[src/rtl/neuron_argmax_pkg.sv]
// -----------------------------------------------------------------------------
// neuron_argmax_pkg
// Project-wide sizing shared between the neuron layer and the argmax stage.
//   OUTPUT_WIDTH : neuron score width, signed Q8.18
//   NUM_NEURONS  : number of neurons in the output layer
//   CLASS_WIDTH  : width of a neuron index (2**CLASS_WIDTH >= NUM_NEURONS)
// -----------------------------------------------------------------------------
package neuron_argmax_pkg;

   localparam int OUTPUT_WIDTH = 26;
   localparam int NUM_NEURONS  = 10;
   localparam int CLASS_WIDTH  = 4;

endpackage : neuron_argmax_pkg

[src/rtl/neuron_argmax_score_compare.sv]
// -----------------------------------------------------------------------------
// score_compare
// Combinational signed strictly-greater comparator for neuron scores.
//   a_i  : candidate score (two's complement)
//   b_i  : current best score (two's complement)
//   gt_o : 1 when a_i > b_i as signed values; equal scores give 0
// -----------------------------------------------------------------------------
module score_compare
   import neuron_argmax_pkg::*;
#(
   parameter int WIDTH = OUTPUT_WIDTH
) (
   input  logic [WIDTH-1:0] a_i,
   input  logic [WIDTH-1:0] b_i,
   output logic             gt_o
);

   // Both operands share one width, so the compare is exact with no
   // sign extension or overflow to worry about.
   assign gt_o = $signed(a_i) > $signed(b_i);

endmodule : score_compare

[src/rtl/neuron_argmax.sv]
// -----------------------------------------------------------------------------
// neuron_argmax
// Picks the neuron with the largest signed score once every neuron reports
// done. Scores are snapshotted on the capture edge and scanned one per cycle,
// so the result is immune to input changes after capture.
//   clk        : clock, rising edge
//   rst        : asynchronous active-high reset
//   IN_SCORES  : packed scores, neuron k at [k*OUTPUT_WIDTH +: OUTPUT_WIDTH]
//   IN_DONE    : per-neuron done levels; capture on a fresh all-ones pattern
//   CLASS      : index of the winning neuron (held until the next result)
//   MAX_SCORE  : winning score (held until the next result)
//   valid      : one-cycle pulse, NUM_NEURONS edges after the capture edge
//   busy       : high while a comparison is in progress
// -----------------------------------------------------------------------------
module neuron_argmax #(
   parameter int NUM_NEURONS  = neuron_argmax_pkg::NUM_NEURONS,
   parameter int OUTPUT_WIDTH = neuron_argmax_pkg::OUTPUT_WIDTH,
   parameter int CLASS_WIDTH  = neuron_argmax_pkg::CLASS_WIDTH
) (
   input  logic                                clk,
   input  logic                                rst,
   input  logic [NUM_NEURONS*OUTPUT_WIDTH-1:0] IN_SCORES,
   input  logic [NUM_NEURONS-1:0]              IN_DONE,
   output logic [CLASS_WIDTH-1:0]              CLASS,
   output logic [OUTPUT_WIDTH-1:0]             MAX_SCORE,
   output logic                                valid,
   output logic                                busy
);

   typedef enum logic [1:0] {
      ST_IDLE = 2'd0,
      ST_SCAN = 2'd1,
      ST_DONE = 2'd2
   } state_e;

   localparam logic [CLASS_WIDTH-1:0] LAST_IDX = CLASS_WIDTH'(NUM_NEURONS - 1);

   state_e                  state_q;
   logic [OUTPUT_WIDTH-1:0] bank_q [NUM_NEURONS];
   logic [OUTPUT_WIDTH-1:0] best_score_q;
   logic [CLASS_WIDTH-1:0]  best_idx_q;
   logic [CLASS_WIDTH-1:0]  ptr_q;
   logic                    armed_q;
   logic [CLASS_WIDTH-1:0]  class_q;
   logic [OUTPUT_WIDTH-1:0] max_score_q;
   logic                    valid_q;
   logic                    busy_q;

   logic                    all_done;
   logic [OUTPUT_WIDTH-1:0] cand_score;
   logic                    cand_gt;

   assign all_done   = &IN_DONE;
   assign cand_score = bank_q[ptr_q];

   score_compare #(
      .WIDTH (OUTPUT_WIDTH)
   ) u_score_compare (
      .a_i  (cand_score),
      .b_i  (best_score_q),
      .gt_o (cand_gt)
   );

   // NOTE: all state uses non-blocking assignments so every register samples
   // the pre-edge values, independent of statement order in this block.
   always_ff @(posedge clk or posedge rst) begin
      if (rst) begin
         state_q      <= ST_IDLE;
         // NOTE: the score bank is reset on purpose; a comparison aborted by
         // reset must never leave stale scores behind.
         for (int k = 0; k < NUM_NEURONS; k++) begin
            bank_q[k] <= '0;
         end
         best_score_q <= '0;
         best_idx_q   <= '0;
         ptr_q        <= '0;
         armed_q      <= 1'b0;
         class_q      <= '0;
         max_score_q  <= '0;
         valid_q      <= 1'b0;
         busy_q       <= 1'b0;
      end else begin
         valid_q <= 1'b0;

         // Any incomplete done pattern re-arms; the capture below clears it
         // and can only fire while all_done is high, so the two never collide.
         if (!all_done) begin
            armed_q <= 1'b1;
         end

         case (state_q)
            ST_IDLE: begin
               if (all_done && armed_q) begin
                  for (int k = 0; k < NUM_NEURONS; k++) begin
                     bank_q[k] <= IN_SCORES[k*OUTPUT_WIDTH +: OUTPUT_WIDTH];
                  end
                  best_score_q <= IN_SCORES[0 +: OUTPUT_WIDTH];
                  best_idx_q   <= '0;
                  ptr_q        <= CLASS_WIDTH'(1);
                  armed_q      <= 1'b0;
                  busy_q       <= 1'b1;
                  state_q      <= ST_SCAN;
               end
            end

            ST_SCAN: begin
               // Strictly greater only: on equal scores the earlier index stays.
               if (cand_gt) begin
                  best_score_q <= cand_score;
                  best_idx_q   <= ptr_q;
               end
               ptr_q <= ptr_q + CLASS_WIDTH'(1);
               if (ptr_q == LAST_IDX) begin
                  state_q <= ST_DONE;
               end
            end

            ST_DONE: begin
               class_q     <= best_idx_q;
               max_score_q <= best_score_q;
               valid_q     <= 1'b1;
               busy_q      <= 1'b0;
               ptr_q       <= '0;
               state_q     <= ST_IDLE;
            end

            default: begin
               state_q <= ST_IDLE;
            end
         endcase
      end
   end

   assign CLASS     = class_q;
   assign MAX_SCORE = max_score_q;
   assign valid     = valid_q;
   assign busy      = busy_q;

endmodule : neuron_argmax

[config.mk]
export PLATFORM = sky130hd
export DESIGN_NAME = neuron_argmax
export DESIGN_NICKNAME = d
export VERILOG_FILES = /design/src/rtl/neuron_argmax_pkg.sv /design/src/rtl/neuron_argmax_score_compare.sv /design/src/rtl/neuron_argmax.sv
export SDC_FILE = /design/constraint.sdc
export NUM_CORES = 1
export LEC_CHECK = 0
export ABC_AREA = 1
export BUFFER_PORTS_ARGS = -buffer_cell sky130_fd_sc_hd__buf_2
export CORE_ASPECT_RATIO = 1.1
export CORE_UTILIZATION = 30
export CTS_BUF_LIST = sky130_fd_sc_hd__clkbuf_4 sky130_fd_sc_hd__clkbuf_8
export DETAILED_ROUTE_END_ITERATION = 12
export GPL_TIMING_DRIVEN = 0
export MAX_ROUTING_LAYER = met4
export PLACE_DENSITY_LB_ADDON = 0.05
export SLEW_MARGIN = 15
export SYNTH_ARGS = -nofsm -noshare
export SYNTH_HDL_FRONTEND = slang
export SYNTH_SLANG_ARGS = --single-unit
[constraint.sdc]
create_clock -name clk -period 9.4 [get_ports clk]
set_clock_uncertainty 0.05 [all_clocks]
set_input_delay 0.94 -clock clk [delete_from_list [all_inputs] [get_ports clk]]
set_output_delay 0.94 -clock clk [all_outputs]
set_load 0.05 [all_outputs]
==> reports/results.ini <==
[cells_and_area]
final_nets = 2377
utilization_pct = 37.8
nFillCells = 5531
drive_gt1_share_pct = 26.8
area_delta_synth_final_pct = 24.8
fin_cells = 2799
final_common_cell = buf_2
mostFrequentLayoutCells = buf_2 (348), dfrtp_1 (329), nand2_1 (281)

[yosys]
yosysTopAreaCellShare_pct = 51.9
synth_area_mm2 = 0.0159
synth_area_leaders = dfrtp_1 (52%), nand2_1 (6.7%), mux2_1 (5.9%)
async_flop_share_pct = 100
synth-main-ff-cell = dfrtp_1
yosysSeqAreaShare_pct = 51.9
syn_inst = 1695
synth_top_cell_by_area = dfrtp_1
syn_avg_cell_area_um2 = 9.35
synth-edff-count = 0
yosysUniqueCellTypes = 31
synthesis.nets = 2000
ys_seq_elements = 329
yosysWarnings = 0

[sta]
finalSetupViolCount = 0
finalCritPeriodShare_pct = 42.6
hold_violations = 0
rsz0062_at_grt = false
tns_ns = 0
max_freq_ghz = 0.250
fin_hold_ws_ns = 0.265
slew-limit-headroom_pct = 19.9
slew_violations = 0
tightestPinTransition_ns = 1.20
min_period_ns = 4.00

[die]
io_pins = 304
num_rows = 88
die_h_um = 243
coreArea_mm2 = 0.0523
die_area_mm2 = 0.0538
initial_core_util_pct = 30.3
dieWidth_um = 221

[critical_path]
cp_max_fo = 10
critPathKind = flop to flop
crit_required_ns = 9.93
timing.rr.start = ptr_q[0]
crit_start = ptr_q[0]
cp-start-kind = flop
timing.rr.end = best_idx_q[2]
r2r_slack_ns = 5.40
cp-end-kind = flop
worstPathArrival_ns = 4.53
worstRegToRegCells = 20

[grt]
antenna_found_initial = 8
grt_pass1_wl_um = 90400
grtUsageTotal_pct = 23.8
first_global_vias = 14000
grt_max_degree = 34
grt-ovfl-total = 0

[drt]
wirelength_um = 61500
postRouteAntennaNets = 0
drtPass1Iterations = 7
wl_met1_um = 26100
wl_met2_um = 30300
drt_iter0_markers = 848
wl_per_cell_um = 22.0
vias = 13500
dr_wl_met3_um = 2550
avgViaCountPerCell = 4.81
drc = 0
routed.top_layer = met4

[cts]
numCtsBuffers = 61
post-cts-setup-buffers = 0
clock_sinks = 329
cts_tree = built
post_cts_resized = 0
cts.clk_slew.worst_paths_ns = 0.06
clkLatencyLatePin_ns = 0.68
cts_max_level = 2
clock_path_buffers = 3
root_buffer = clkbuf_8
hold_buffers = 0

[power]
p_leak_uw = 0.0104
power.density_mw_per_mm2 = 276
total_power_uw = 5460
ir_worst_vdd_mv = 0.111

[flow_run]
maxCapViolCount = 0

[placement]
dp.cells = 2684
port_buffers = 303
routabilityCongestion = 0.864
hpwl_um = 49400

[hold_path]
min_path_type = input port to async pin

[status]
status = finished clean

critical path: stages, from the launching register on:
cell	delay, ns
dfrtp_1	0.42
buf_4	0.20
buf_4	0.19
buf_2	0.26
o211ai_1	0.37
nand3_1	0.33
nand3_1	0.25
nand2_1	0.15
ha_1	0.34
nand2_1	0.05
inv_1	0.06
nand3_1	0.08
nor3_2	0.26
nand2_1	0.11
nand3_1	0.09
nand3_1	0.11
nand2_2	0.14
nand2_2	0.12
buf_6	0.18
nand2_1	0.06
nand2_1	0.04
cells in the mapped netlist, types with 14 or more instances:
master	instances
mux2_1	83
ha_1	33
mux2_2	68
nand2_1	281
o211ai_1	63
mux2i_1	14
dfrtp_1	329
nand3_1	104
o21ai_0	153
clkbuf_1	39
a21oi_1	117
buf_2	45
buf_6	16
nor2_1	143
inv_1	163
report_power, final:
| group | internal [µW] | switching [µW] | total, µW | leakage (µW) |
|---|---|---|---|---|
| clock | 847 | 651 | 1500 | 0.000706 |
| sequential | 1560 | 68.3 | 1630 | 0.00408 |
| combinational | 689 | 1650 | 2340 | 0.00566 |
registers in the layout, summed over array words and instances, names as in the netlist:
name          flops
MAX_SCORE        26
armed_q           1
best_score_q     26
bank_q          260
ptr_q             4
best_idx_q        4
CLASS             4
state_q           2
valid             1
busy              1
worst max-delay path by stage:
stage                            to
global placement         bank_q[89]
finish                best_idx_q[2]
detailed placement    best_idx_q[2]
CTS                 best_score_q[2]
global route          best_idx_q[2]
floorplan                  CLASS[0]
kinds of logic (layout without fill, tap and decap cells):
logic type      Yosys count  in the layout  share of synthesized area (%)
xor+xnor                  1              1                         0.0553
simple gates            541            541                           13.9
flops                   329            329                           51.9
other cells               0              6                              0
buf+inv                 276            699                           7.80
mux                     165            165                           11.6
compound gates          350            350                           12.1
fa+ha+maj                33             33                           2.60
layout make-up:
class / count / area [µm²] / area share (%)
flip-flops and latches: 329 / 8230 / 41.6
multi-input cells: 1090 / 6380 / 32.3
repair buffers: 314 / 1740 / 8.82
clock buffers: 101 / 1270 / 6.43
well taps: 675 / 845 / 4.27
plain buffers: 112 / 621 / 3.14
inverters: 164 / 619 / 3.13
clock inverters: 8 / 50.0 / 0.253
diodes: 6 / 15.0 / 0.0759
stage by stage:
| stage | setup WS, ns | area [µm²] |
|---|---|---|
| 2_1_floorplan | 4.02 | 15900 |
| 3_3_place_gp | 1.57 | 18200 |
| 4_1_cts | 5.37 | 19800 |
| 6_report | 5.40 | 19800 |
| 3_5_place_dp | 5.39 | 18400 |
| 5_1_grt | 5.17 | 19800 |
layer usage:
| metal | vias up | track usage, % |
|---|---|---|
| met3 | 120 | 3.22 |
| met2 | 369 | 39.6 |
| met1 | 6600 | 28.7 |
| met4 | 0 | 11.0 |
| met5 | - | - |
| li1 | 6386 | - |
No activity file was read; power rests on OpenSTA's default activity.
